File: src/rtl/conv4_feeder_pkg.sv
// Shared types and constants for the Conv4_core streaming feeder.
package conv4_feeder_pkg;

  localparam int conv4_width = 8;
  localparam int CONV4_ROWS  = 4;
  localparam int CONV4_K     = 3;

  typedef enum logic [2:0] {
    IDLE     = 3'd0,
    STREAM   = 3'd1,
    FLUSH    = 3'd2,
    WAIT_END = 3'd3,
    DONE     = 3'd4
  } conv4_feed_state_t;

endpackage

File: src/rtl/conv4_feeder_stripe_buf.sv
// 4 x IMG_W stripe register file: one write port, one column-wide
// combinational read port. Contents survive reset on purpose so a pass
// can be replayed after an abort.
module conv4_stripe_buf
  import conv4_feeder_pkg::*;
#(
  parameter int IMG_W = 4
) (
  input  logic                                          clk,
  input  logic                                          we,
  input  logic [1:0]                                    wr_row,
  input  logic [$clog2(IMG_W)-1:0]                      wr_col,
  input  logic [conv4_width-1:0]                        wr_data,
  input  logic [$clog2(IMG_W)-1:0]                      rd_col,
  output logic [CONV4_ROWS-1:0][conv4_width-1:0]        rd_data
);

  logic [conv4_width-1:0] mem [CONV4_ROWS][IMG_W];

  // Pixel write; the caller only asserts we for in-range columns.
  always_ff @(posedge clk) begin
    if (we) begin
      mem[wr_row][wr_col] <= wr_data;
    end
  end

  for (genvar r = 0; r < CONV4_ROWS; r++) begin : g_rd
    assign rd_data[r] = mem[r][rd_col];
  end

endmodule

File: src/rtl/conv4_feeder.sv
// Streaming driver for Conv4_core: holds a 4-row stripe and a 3x3 kernel,
// and on start presents one stripe column per cycle (kernel columns on the
// first three), flushes with zeros, then holds en until end_conv4.
//
// Handshake: start is a single-cycle request accepted only in IDLE (ignored
// otherwise, never queued); end_conv4 is sampled every cycle of a pass and
// an early assertion during STREAM/FLUSH is remembered. No backpressure.
module conv4_feeder
  import conv4_feeder_pkg::*;
#(
  parameter int IMG_W     = 4,
  parameter int FLUSH_CYC = 1,
  parameter int TIMEOUT   = 16
) (
  input  logic                         clk,
  input  logic                         rstn,
  input  logic                         wr_en,
  input  logic [1:0]                   wr_row,
  input  logic [$clog2(IMG_W)-1:0]     wr_col,
  input  logic [conv4_width-1:0]       wr_data,
  input  logic                         kw_en,
  input  logic [3:0]                   kw_idx,
  input  logic [conv4_width-1:0]       kw_data,
  input  logic                         start,
  output logic                         busy,
  output logic                         done,
  output logic                         err,
  output logic                         en,
  output logic [conv4_width-1:0]       i_r1,
  output logic [conv4_width-1:0]       i_r2,
  output logic [conv4_width-1:0]       i_r3,
  output logic [conv4_width-1:0]       i_r4,
  output logic [conv4_width-1:0]       i_f1,
  output logic [conv4_width-1:0]       i_f2,
  output logic [conv4_width-1:0]       i_f3,
  input  logic                         end_conv4,
  output conv4_feed_state_t            dbg_state
);

  localparam int CW   = $clog2(IMG_W);
  localparam int FL_N = (FLUSH_CYC < 1) ? 1 : FLUSH_CYC;
  localparam int FW   = $clog2(FL_N + 1);
  localparam int TW   = $clog2(TIMEOUT + 1);
  localparam logic [CW-1:0] LAST_COL = CW'(IMG_W - 1);

  conv4_feed_state_t state_q, state_d;
  logic [CW-1:0] col_q, col_d;
  logic [FW-1:0] fcnt_q, fcnt_d;
  logic [TW-1:0] timer_q, timer_d;
  logic          early_q, early_d;
  logic          err_q, err_d;
  logic          en_q, en_d;
  logic          busy_q, busy_d;
  logic          done_q, done_d;
  logic [CONV4_ROWS-1:0][conv4_width-1:0] r_q, r_d;
  logic [CONV4_K-1:0][conv4_width-1:0]    f_q, f_d;

  logic                                   wr_ok;
  logic                                   buf_we;
  logic                                   kern_we;
  logic [CW-1:0]                          rd_col;
  logic [CONV4_ROWS-1:0][conv4_width-1:0] rd_data;
  logic [CONV4_ROWS-1:0][conv4_width-1:0] col_data;
  logic [CONV4_K-1:0][conv4_width-1:0]    kcol;
  logic [conv4_width-1:0]                 kern [9];

  assign wr_ok   = (state_q == IDLE) || (state_q == DONE);
  assign buf_we  = wr_ok && wr_en && (32'(wr_col) < 32'(IMG_W));
  assign kern_we = wr_ok && kw_en && (kw_idx <= 4'd8);

  conv4_stripe_buf #(.IMG_W(IMG_W)) u_buf (
    .clk     (clk),
    .we      (buf_we),
    .wr_row  (wr_row),
    .wr_col  (wr_col),
    .wr_data (wr_data),
    .rd_col  (rd_col),
    .rd_data (rd_data)
  );

  // Kernel store write; not cleared by reset.
  always_ff @(posedge clk) begin
    if (kern_we) begin
      kern[kw_idx] <= kw_data;
    end
  end

  // Column to load into the output registers at the next edge.
  always_comb begin
    rd_col = '0;
    if (state_q == STREAM && col_q != LAST_COL) begin
      rd_col = col_q + 1'b1;
    end
  end

  // Same-cycle writes are forwarded so a write alongside start is seen
  // by the very first column.
  for (genvar r = 0; r < CONV4_ROWS; r++) begin : g_col
    assign col_data[r] = (buf_we && wr_row == 2'(r) && wr_col == rd_col)
                         ? wr_data : rd_data[r];
  end

  for (genvar n = 0; n < CONV4_K; n++) begin : g_kcol
    logic [3:0] kidx;
    assign kidx    = 4'(rd_col) * 4'd3 + 4'(n);
    assign kcol[n] = (rd_col < CW'(CONV4_K))
                     ? ((kern_we && kw_idx == kidx) ? kw_data : kern[kidx])
                     : '0;
  end

  // State and registered outputs.
  always_ff @(posedge clk or negedge rstn) begin
    if (!rstn) begin
      state_q <= IDLE;
      col_q   <= '0;
      fcnt_q  <= '0;
      timer_q <= '0;
      early_q <= 1'b0;
      err_q   <= 1'b0;
      en_q    <= 1'b0;
      busy_q  <= 1'b0;
      done_q  <= 1'b0;
      r_q     <= '0;
      f_q     <= '0;
    end else begin
      state_q <= state_d;
      col_q   <= col_d;
      fcnt_q  <= fcnt_d;
      timer_q <= timer_d;
      early_q <= early_d;
      err_q   <= err_d;
      en_q    <= en_d;
      busy_q  <= busy_d;
      done_q  <= done_d;
      r_q     <= r_d;
      f_q     <= f_d;
    end
  end

  // Next state and next registered output values.
  always_comb begin
    state_d = state_q;
    col_d   = col_q;
    fcnt_d  = fcnt_q;
    timer_d = timer_q;
    early_d = early_q;
    err_d   = err_q;
    en_d    = en_q;
    busy_d  = busy_q;
    done_d  = 1'b0;
    r_d     = '0;
    f_d     = '0;
    case (state_q)
      IDLE: begin
        en_d   = 1'b0;
        busy_d = 1'b0;
        if (start) begin
          state_d = STREAM;
          col_d   = '0;
          fcnt_d  = '0;
          timer_d = '0;
          early_d = 1'b0;
          err_d   = 1'b0;
          en_d    = 1'b1;
          busy_d  = 1'b1;
          r_d     = col_data;
          f_d     = kcol;
        end
      end
      STREAM: begin
        early_d = early_q | end_conv4;
        if (col_q == LAST_COL) begin
          state_d = FLUSH;
          fcnt_d  = '0;
        end else begin
          col_d = col_q + 1'b1;
          r_d   = col_data;
          f_d   = kcol;
        end
      end
      FLUSH: begin
        early_d = early_q | end_conv4;
        if (fcnt_q == FW'(FL_N - 1)) begin
          if (early_q || end_conv4) begin
            state_d = DONE;
            en_d    = 1'b0;
            busy_d  = 1'b0;
            done_d  = 1'b1;
          end else begin
            state_d = WAIT_END;
            timer_d = '0;
          end
        end else begin
          fcnt_d = fcnt_q + 1'b1;
        end
      end
      WAIT_END: begin
        if (end_conv4) begin
          state_d = DONE;
          en_d    = 1'b0;
          busy_d  = 1'b0;
          done_d  = 1'b1;
        end else if (timer_q == TW'(TIMEOUT - 1)) begin
          state_d = DONE;
          en_d    = 1'b0;
          busy_d  = 1'b0;
          done_d  = 1'b1;
          err_d   = 1'b1;
        end else begin
          timer_d = timer_q + 1'b1;
        end
      end
      DONE: begin
        state_d = IDLE;
        en_d    = 1'b0;
        busy_d  = 1'b0;
      end
      default: begin
        state_d = IDLE;
        en_d    = 1'b0;
        busy_d  = 1'b0;
      end
    endcase
  end

  assign busy      = busy_q;
  assign done      = done_q;
  assign err       = err_q;
  assign en        = en_q;
  assign i_r1      = r_q[0];
  assign i_r2      = r_q[1];
  assign i_r3      = r_q[2];
  assign i_r4      = r_q[3];
  assign i_f1      = f_q[0];
  assign i_f2      = f_q[1];
  assign i_f3      = f_q[2];
  assign dbg_state = state_q;

endmodule

File: config.mk
export PLATFORM = sky130hd
export DESIGN_NAME = conv4_feeder
export DESIGN_NICKNAME = d
export VERILOG_FILES = /design/src/rtl/conv4_feeder_pkg.sv /design/src/rtl/conv4_feeder_stripe_buf.sv /design/src/rtl/conv4_feeder.sv
export SDC_FILE = /design/constraint.sdc
export NUM_CORES = 1
export LEC_CHECK = 0
export BUFFER_PORTS_ARGS = -buffer_cell sky130_fd_sc_hd__buf_4
export CORE_UTILIZATION = 35
export CTS_CLUSTER_DIAMETER = 80
export DETAILED_ROUTE_END_ITERATION = 10
export PLACE_DENSITY = 0.53
export REMOVE_ABC_BUFFERS = 1
export SYNTH_ARGS = -nofsm -noshare
export SYNTH_HDL_FRONTEND = slang
export SYNTH_SLANG_ARGS = --single-unit
File: constraint.sdc
create_clock -name clk -period 4.9 [get_ports clk]
set_clock_uncertainty 0.15 [all_clocks]
set_input_delay 0.98 -clock clk [delete_from_list [all_inputs] [get_ports clk]]
set_output_delay 0.98 -clock clk [all_outputs]
set_load 0.05 [all_outputs]
== Word-level counts from Yosys, hierarchy flattened ==
Memories as Yosys holds them, arrays and structs flattened.
Cells that the tools add are included.

* Bitwise operators: 4
* Multiply operators: 1
* $add $sub $neg: 5
* Reduce and logical (&&, ||, !) cells: 33
* Multiplexer cells: 70
* $lt $le $gt $ge: 5
* Eq/ne operators: 24

{| class="wikitable"
|+ Operators with widths
! cell !! number
|-
| $mux 8 || 19
|-
| $mux 32 || 3
|-
| $bmux 8 s2 || 4
|-
| $pmux 32 s2 || 1
|-
| $mux 24 || 2
|-
| $pmux 24 s2 || 1
|-
| $mux 5 || 5
|-
| $mux 3 || 6
|-
| $ne 2x2->1 const B || 9
|-
| $mux 1 || 17
|-
| $demux 8 s2 || 1
|-
| $logic_and 1x1->1 || 16
|-
| $pmux 5 s3 || 1
|-
| $eq 4x4->1 || 3
|-
| $pmux 3 s4 || 1
|-
| $reduce_and 4->1 || 3
|-
| $eq 2x2->1 const B || 3
|-
| $eq 3x2->1 const B || 2
|-
| $ge 3x3->1 const B || 2
|-
| $mux 2 || 3
|-
| $not 2->3 || 2
|-
| $pmux 1 s2 || 3
|-
| $reduce_and 3->1 || 2
|-
| $reduce_and 6->1 || 1
|-
| other kinds (28) || 32
|}

* Memories kept: 2
* Output and inout port bits: 63
* Flip-flop bits (word level): 71
* Input bits: 30
* Word-level logic and storage cells: 159
* Memory bits (writable): 200

{| class="wikitable"
|+ Memories
! memory !! words !! bits a word !! read ports !! clocked after memory_dff !! write ports !! RTL line !! text
|-
| u_buf.mem || 4 || 32 || 4 || 0 || 1 || conv4_feeder_stripe_buf.sv:18 || <nowiki>logic [conv4_width-1:0] mem [CONV4_ROWS][IMG_W];</nowiki>
|-
| kern || 9 || 8 || 3 || 0 || 1 || conv4_feeder.sv:65 || <nowiki>logic [conv4_width-1:0] kern [9];</nowiki>
|}

== Longest topological paths before layout ==
Gate-level depths: netlist of run 1.

* Depth in word-level cells: 11
* Depth in mapped cells: 15
* Mapped depth without buffers: 10

== Cells and area by module ==
Synthesis of run 1 repeated with hierarchy kept, for this count alone.

* Cell total of the unflattened synthesis: 705
* Area, all modules: 11418.5 sq um

{| class="wikitable"
|+ Modules (own cells, without submodules)
! module !! sequential area each (sq um) !! times used !! area each (sq um) !! cells an instance
|-
| conv4_feeder || 3913.8 || 1 || 6650.1 || 515
|-
| conv4_stripe_buf || 3843.7 || 1 || 4768.3 || 190
|}

== Worst setup path after synthesis of run 1 ==
OpenSTA, ideal clock, no wires.

* Kind: reg-to-reg
* Start: reg state_q[1], in the netlist dbg_state[1]
* End: reg f_q, in the netlist i_f1[0]
* Data arrival time: 3.681 ns
* Stages on the path, launching flop included: 13
* Clock period less this slack: 3.953 ns
* Library setup time: 0.122 ns
* Data required time: 4.628 ns
* Path buffers: 5
* Slack: 0.947 ns
* Cells stage by stage: dfrtp_1 or4b_1 buf_2 nor2_1 buf_2 clkinv_1 ha_1 clkbuf_1 clkbuf_1 clkbuf_1 mux2i_1 nand3_1 a32o_1

{| class="wikitable"
|+ RTL lines
! what !! RTL line !! text
|-
| from (decl) || conv4_feeder.sv:46 || <nowiki>conv4_feed_state_t state_q, state_d;</nowiki>
|-
| from (signal assigned) || conv4_feeder.sv:126 || <nowiki>state_q <= state_d;</nowiki>
|-
| to (signal assigned) || conv4_feeder.sv:124 || <nowiki>f_q <= '0;</nowiki>
|-
| to (signal assigned) || conv4_feeder.sv:136 || <nowiki>f_q <= f_d;</nowiki>
|-
| to (decl) || conv4_feeder.sv:56 || <nowiki>logic [CONV4_K-1:0][conv4_width-1:0] f_q, f_d;</nowiki>
|}

==> results of run 1 <==
-- routing by layer --
metal	vias to the layer above	track usage	share of wire
li1	3273	-	-
met1	3574	0.2478	0.44
met2	245	0.2855	0.48
met3	48	0.02338	0.054
met4	0	0.04600	0.024
met5	-	0	0
-- worst paths after layout --
kind	end	slack (ns)	depth (start not counted)
setup / recovery	u_buf.mem[0][27]	0.89	6
hold / removal	timer_q[4]	0.34	2
setup reg to reg	u_buf.mem[0][27]	0.89	6
hold reg to reg	timer_q[4]	0.34	2
max in group asynchronous	col_q[0]	3.43	1
min in group asynchronous	i_f1[6]	0.46	1
-- sequential cells by signal (all words and copies together) (netlist names), 5 cells and up --
signal,flops
kern,72
u_buf.mem,128
i_r2,8
i_r4,8
i_r1,8
i_f3,8
i_f1,8
i_f2,8
timer_q,5
i_r3,8
-- metrics by stage --
step	setup TNS (ns)	instances	cell area [um2]	setup WS (ns)
4_1_cts	0	1370	13790	0.8704
2_1_floorplan	-127.59	764	11370	-4.122
3_3_place_gp	0	1316	12810	0.8093
5_1_grt	0	1370	13790	0.6931
3_5_place_dp	0	1316	12810	0.8915
6_report	0	1370	13790	0.8862
-- power groups by stage --
stage / clock (mW) / combinational, mW / sequential (mW)
floorplan: 0 / 2.03 / 3.53
global placement: 0 / 3.80 / 2.88
detailed placement: 0 / 3.80 / 2.88
CTS: 2.31 / 3.82 / 2.84
global route: 2.39 / 4.06 / 2.86
finish: 2.25 / 3.79 / 2.84
-- final cells by class --
type,instances,area (um2),share of cell area
inverters,23,86.33,0.006258
clock inverters,16,209.0,0.01515
clock buffers,38,779.5,0.05651
flip-flops and latches,270,7759,0.5624
repair buffers,110,825.8,0.05986
well taps,442,553.0,0.04009
multi-input cells,471,3582,0.2597
-- cells by family after synthesis --
group                    count (synthesis)
multiplexers                           109
XOR/XNOR                                 4
flip-flops                             270
AND/OR/NAND/NOR                        217
adder cells (fa/ha/maj)                  4
AO/OA/AOI/OAI                          137
buffers and inverters                   75
-- cell usage after synthesis, types with 9 or more instances --
cell and count:
a211oi_1 10, a21oi_1 37, a32o_1 9, clkbuf_1 36, dfrtp_1 70, edfxtp_1 200
inv_1 22, mux2_2 38, mux2i_1 50, mux4_2 21, nand2_1 62, nand3_1 16
nor2_1 41, nor4_1 10, o211ai_1 33, o21ai_0 20, or2_2 38
-- tightest hold or removal path: stages (launching register included) --
cell and delay, ns:
dfrtp_1 0.34, nand2_1 0.05, o21ai_0 0.06
==> impl_metrics.py, run 1 <==
metrics = {
    "outcome": {
        "status": "completed",
    },
    "route": {
        "via_count": 7140,
        "ant_nets": 0,
        "drc": 0,
        "drtIter0Drc": 555,
        "viasPerCell": 5.212,
        "wire_per_inst_um": 21.49,
        "drt_wl_total_um": 29440,
        "firstDrtPassIters": 5,
    },
    "synth": {
        "synth_area_mm2": 0.01160,
        "yosysTopAreaCell": "edfxtp_1",
        "ys_async_sr_fraction": 0.2593,
        "synthMuxAreaShare": 0.1208,
        "synth-simple-area-share": 0.09543,
        "synth_area_leaders": "edfxtp_1 (52%), dfrtp_1 (15%), mux2i_1 (4.3%)",
        "avgSynthCellArea_um2": 14.22,
        "ys_ff_latch": 270,
        "yosys.area_share.adder": 0.004313,
        "synth_edf_count": 200,
        "synth_top_family_by_area": "multiplexers",
        "ys_seq_area_frac": 0.6685,
        "synth_warnings": 0,
        "synth_cell_type_count": 53,
        "synth_compound_area_frac": 0.08033,
        "synth_cells": 816,
        "synth_top_area_frac": 0.5176,
        "synth_flop_cell": "edfxtp_1",
        "synth-xor-area-share": 0.003019,
    },
    "floorplan": {
        "ioPinCount": 93,
        "die_area_mm2": 0.03389,
        "initial_utilization": 0.3557,
        "die_w_um": 184.1,
        "die_h_um": 184.1,
        "core_area_mm2": 0.03262,
        "std_cell_rows": 66,
    },
    "critical_path": {
        "start_kind": "register",
        "path_buf_inv": 2,
        "slowest_delay_ns": 0.82,
        "criticalPathCategory": "register to register",
        "cpMaxStageDelayCell": "nand4_1",
        "cp.required_ns": 4.95,
        "timing.rr.start": "col_q[0]",
        "crit_family": "simple AND/OR/NAND/NOR gates",
        "crit_path_end_kind": "register",
        "startpoint": "col_q[0]",
        "cp.arrival_ns": 4.07,
        "crit_chain": "ha_1 -> or4b_1 -> buf_4 -> o21ai_0 -> nand4_1 -> inv_1",
        "path_max_fanout": 17,
    },
    "clock_tree": {
        "cts_resized": 0,
        "clock-root-buffer": "clkbuf_16",
        "htreeDepth": 1,
        "cts_made_buffers": 29,
        "holdBufCountCts": 0,
        "clk_latency_ns": 0.55,
        "clockBufferDepth": 3,
        "cts_sinks": 270,
        "cts_setup_buffers": 0,
        "clk_pin_slew_worst_paths_ns": 0.06,
        "tritoncts": "done",
    },
    "power": {
        "power.total_mw": 8.877,
        "peakVddDrop_mv": 0.3809,
        "p_switching_mw": 3.416,
        "pwr-share-clk": 0.254,
        "power_frac_comb": 0.427,
        "leakagePower_nw": 5.044,
        "power_density_mw_per_mm2": 643.5,
        "p_seq_frac": 0.320,
        "sw_frac_of_total": 0.3848,
        "power.internal_mw": 5.461,
    },
    "place": {
        "numPortBuffers": 92,
        "hpwl_um": 17630,
        "routabilityCongestion": 0.7862,
    },
    "global_routing": {
        "antenna_found_initial": 0,
        "grt_max_degree": 93,
        "grt_usage": 0.1759,
        "grt_overflow_total": 0,
        "grt_pass1_vias": 7019,
        "grt_pass1_wl_um": 44600,
    },
    "timing": {
        "report.final.slew_viol_count": 0,
        "whs_ns": 0.3356,
        "grt_setup_unrepaired": "no",
        "post-route-min-period_ns": 4.014,
        "max_slew.worst_pin.slew_ns": 1.039,
        "fmax_ghz": 0.2491,
        "setup_viol": 0,
        "hold_viol_final": 0,
        "slew_headroom": 0.3073,
        "fin_crit_sh": 0.8191,
    },
    "finish": {
        "nets": 939,
        "drive_above_1_share": 0.2856,
        "fin_util": 0.4229,
        "final_common_cell": "edfxtp_1",
        "fillers": 2998,
        "layout_common_cells": "edfxtp_1 (200), buf_4 (110), dfrtp_1 (69)",
        "antenna_cells": 0,
        "syn_to_final_growth_pct": 18.88,
    },
    "hold_path": {
        "holdCritPathClass": "register to register",
        "holdCritStartpoint": "timer_q[4]",
    },
    "run": {
        "cap_violations": 0,
    },
}
No activity file was read; power rests on OpenSTA's default activity.
==> inputs of run 2 (changes only) <==
ABC_AREA = 1   (was not set)
PLACE_DENSITY = 0.55   (was 0.53)
clock period = 3.3 ns   (was 4.9 ns; I/O delays follow)
==> impl_metrics.py, run 2 <==
metrics = {
    "clock_tree": {
        "cts_made_buffers": 30,
        "cts_sinks": 270,
        "clk_pin_slew_worst_paths_ns": 0.06,
        "htreeDepth": 1,
        "clk_latency_ns": 0.56,
        "cts_setup_buffers": 0,
        "cts_resized": 0,
        "clockBufferDepth": 3,
        "tritoncts": "done",
        "clock-root-buffer": "clkbuf_16",
        "holdBufCountCts": 0,
    },
    "power": {
        "p_switching_mw": 6.028,
        "p_seq_frac": 0.303,
        "power_density_mw_per_mm2": 1003,
        "power.internal_mw": 7.822,
        "power_frac_comb": 0.472,
        "peakVddDrop_mv": 0.7805,
        "leakagePower_nw": 5.613,
        "pwr-share-clk": 0.225,
        "sw_frac_of_total": 0.4353,
    },
    "critical_path": {
        "endpoint": "i_f2[4]",
        "crit_chain": "ha_1 -> inv_1 -> buf_4 -> nand4_1 -> ha_1 -> inv_1 -> buf_4 -> a21oi_1 -> o21ai_0 -> nand3_1 -> a21oi_1",
        "reg2reg_depth": 11,
        "path_buf_inv": 4,
        "cp.arrival_ns": 3.21,
        "criticalPathCategory": "register to register",
        "ff2ff_setup_slack_ns": 0.41,
        "start_kind": "register",
        "crit_path_end_kind": "register",
        "slowest_delay_ns": 0.42,
        "startpoint": "col_q[0]",
        "path_depth": 11,
        "crit_family": "buffers and inverters",
        "path_max_fanout": 47,
        "cp.required_ns": 3.63,
        "reg2reg_to": "i_f2[4]",
        "cpMaxStageDelayCell": "buf_4",
        "timing.rr.start": "col_q[0]",
    },
    "timing": {
        "hold_viol_final": 0,
        "fin_crit_sh": 0.8747,
        "setup_ws_ns": 0.4134,
        "report.final.slew_viol_count": 0,
        "slew_headroom": 0.3634,
        "post-route-min-period_ns": 2.887,
        "setup_viol": 0,
        "fmax_ghz": 0.3464,
        "max_slew.worst_pin.slew_ns": 0.9549,
        "grt_setup_unrepaired": "no",
    },
    "synth": {
        "avgSynthCellArea_um2": 10.80,
        "ys_seq_area_frac": 0.6725,
        "synth_warnings": 0,
        "synth_top_area_frac": 0.5206,
        "ys_ff_latch": 270,
        "yosysMostFrequentCell": "edfxtp_1",
        "synth_area_leaders": "edfxtp_1 (52%), dfrtp_1 (15%), nand3_1 (8.4%)",
        "synth_flop_cell": "edfxtp_1",
        "synth_edf_count": 200,
        "synth_area_mm2": 0.01154,
        "synthTopCellsByCount": "edfxtp_1 (200), nand3_1 (194), nand2_1 (191), inv_1 (107), a21oi_1 (84)",
        "synth_cell_type_count": 34,
        "ys_async_sr_fraction": 0.2593,
        "synth_cells": 1068,
        "yosysTopAreaCell": "edfxtp_1",
    },
    "global_routing": {
        "grt_overflow_total": 0,
        "antenna_found_initial": 0,
        "grt_usage": 0.1790,
        "grt_pass1_wl_um": 46510,
        "grt_pass1_vias": 7993,
        "grt_max_degree": 71,
    },
    "outcome": {
        "status": "completed",
    },
    "route": {
        "firstDrtPassIters": 5,
        "via_count": 8289,
        "drt_wl_total_um": 29630,
        "drtIter0Drc": 682,
        "ant_nets": 0,
        "wire_per_inst_um": 18.07,
        "drc": 0,
        "viasPerCell": 5.054,
    },
    "place": {
        "pre_cts_ws_ns": 0.4947,
        "routabilityCongestion": 0.8644,
        "numPortBuffers": 92,
        "hpwl_um": 18990,
        "dp_cells": 1584,
    },
    "finish": {
        "largest_reg_flops": 128,
        "layout_common_cells": "edfxtp_1 (200), nand3_1 (194), nand2_1 (191)",
        "antenna_cells": 0,
        "fin_util": 0.4253,
        "nets": 1208,
        "drive_above_1_share": 0.1611,
        "syn_to_final_growth_pct": 19.64,
        "fillers": 3119,
        "largest_register": "u_buf.mem",
        "final_cells": 1640,
        "final_common_cell": "edfxtp_1",
        "top_regs": "u_buf.mem: 128 flops, kern: 72 flops",
    },
    "floorplan": {
        "die_area_mm2": 0.03369,
        "ioPinCount": 93,
        "die_h_um": 183.6,
        "core_area_mm2": 0.03245,
        "std_cell_rows": 66,
        "die_w_um": 183.6,
        "initial_utilization": 0.3555,
    },
    "hold_path": {
        "holdCritPathClass": "input pin to asynchronous set/reset pin",
    },
    "run": {
        "cap_violations": 0,
    },
}
==> run 2: changes by cell type after synthesis, moves of 16 or more <==
| cell | before | now |
|---|---|---|
| mux2_2 | 38 | 0 |
| nand3_1 | 16 | 194 |
| mux2i_1 | 50 | 0 |
| o21ai_0 | 20 | 43 |
| or2_2 | 38 | 5 |
| o221ai_1 | 6 | 32 |
| o211ai_1 | 33 | 7 |
| buf_2 | 7 | 23 |
| nand2_1 | 62 | 191 |
| inv_1 | 22 | 107 |
| a21oi_1 | 37 | 84 |
| mux4_2 | 21 | 0 |
==> run 2: cell type report <==
cell class,instances,area [um2],area share
Inverter,112,420.4,0.03046
Multi-Input combinational cell,633,3166,0.2294
Sequential cell,270,7757,0.5621
Timing Repair Buffer,127,978.4,0.07089
Clock inverter,11,100.1,0.007252
Clock buffer,45,827.0,0.05992
Tap cell,442,553.0,0.04007
==> run 2: power groups by stage <==
stage               logic [mW]  registers (mW)  clock network (mW)
global placement          6.43            4.27                   0
CTS                       6.51            4.21                3.19
detailed placement        6.48            4.27                   0
floorplan                 3.31            5.21                   0
global route              7.17            4.23                3.31
finish                    6.53            4.20                3.12
==> run 2: worst min-delay path by stage <==
| stage | to | slack (ns) | depth (start not counted) |
|---|---|---|---|
| after global placement | col_q[1] | 0.32 | 2 |
| after floorplan | busy | 0.21 | 0 |
| after detailed placement | col_q[1] | 0.32 | 2 |
| after CTS | i_f3[5] | 0.12 | 1 |
| final | i_f3[5] | 0.09 | 1 |
| after global routing | i_f3[0] | 0.17 | 1 |
==> run 2: logic make-up after synthesis <==
logic type               count (synthesis)  share of synthesized area
adder cells (fa/ha/maj)                  4                   0.004339
flip-flops                             270                     0.6725
AND/OR/NAND/NOR                        458                     0.1789
buffers and inverters                  165                    0.05716
AO/OA/AOI/OAI                          170                    0.08644
XOR/XNOR                                 1                  0.0007594
==> run 2: metrics by stage <==
stage | TNS, ns | instance area, um2 | power, mW | hold slack, ns
2_1_floorplan | -83.17 | 11300 | 8.519 | 0.2144
3_3_place_gp | 0 | 12870 | 10.71 | 0.3153
3_5_place_dp | 0 | 12870 | 10.75 | 0.3197
4_1_cts | 0 | 13800 | 13.91 | 0.1219
5_1_grt | 0 | 13800 | 14.71 | 0.1739
6_report | 0 | 13800 | 13.85 | 0.09492
==> run 2: layer usage <==
metal	routed length, um	share of wire	global-route usage	up-vias
li1	-	-	-	3966
met1	13190	0.45	0.2451	3982
met2	14040	0.47	0.2988	279
met3	1698	0.057	0.02456	62
met4	691	0.023	0.04567	0
met5	0	0	0	-
==> run 2: worst register-to-register path, stage by stage, from the launching register on <==
cell     delay, ns
dfrtp_1       0.40
ha_1          0.20
inv_1         0.14
buf_4         0.21
nand4_1       0.15
ha_1          0.38
inv_1         0.09
buf_4         0.42
a21oi_1       0.10
o21ai_0       0.15
nand3_1       0.21
a21oi_1       0.20
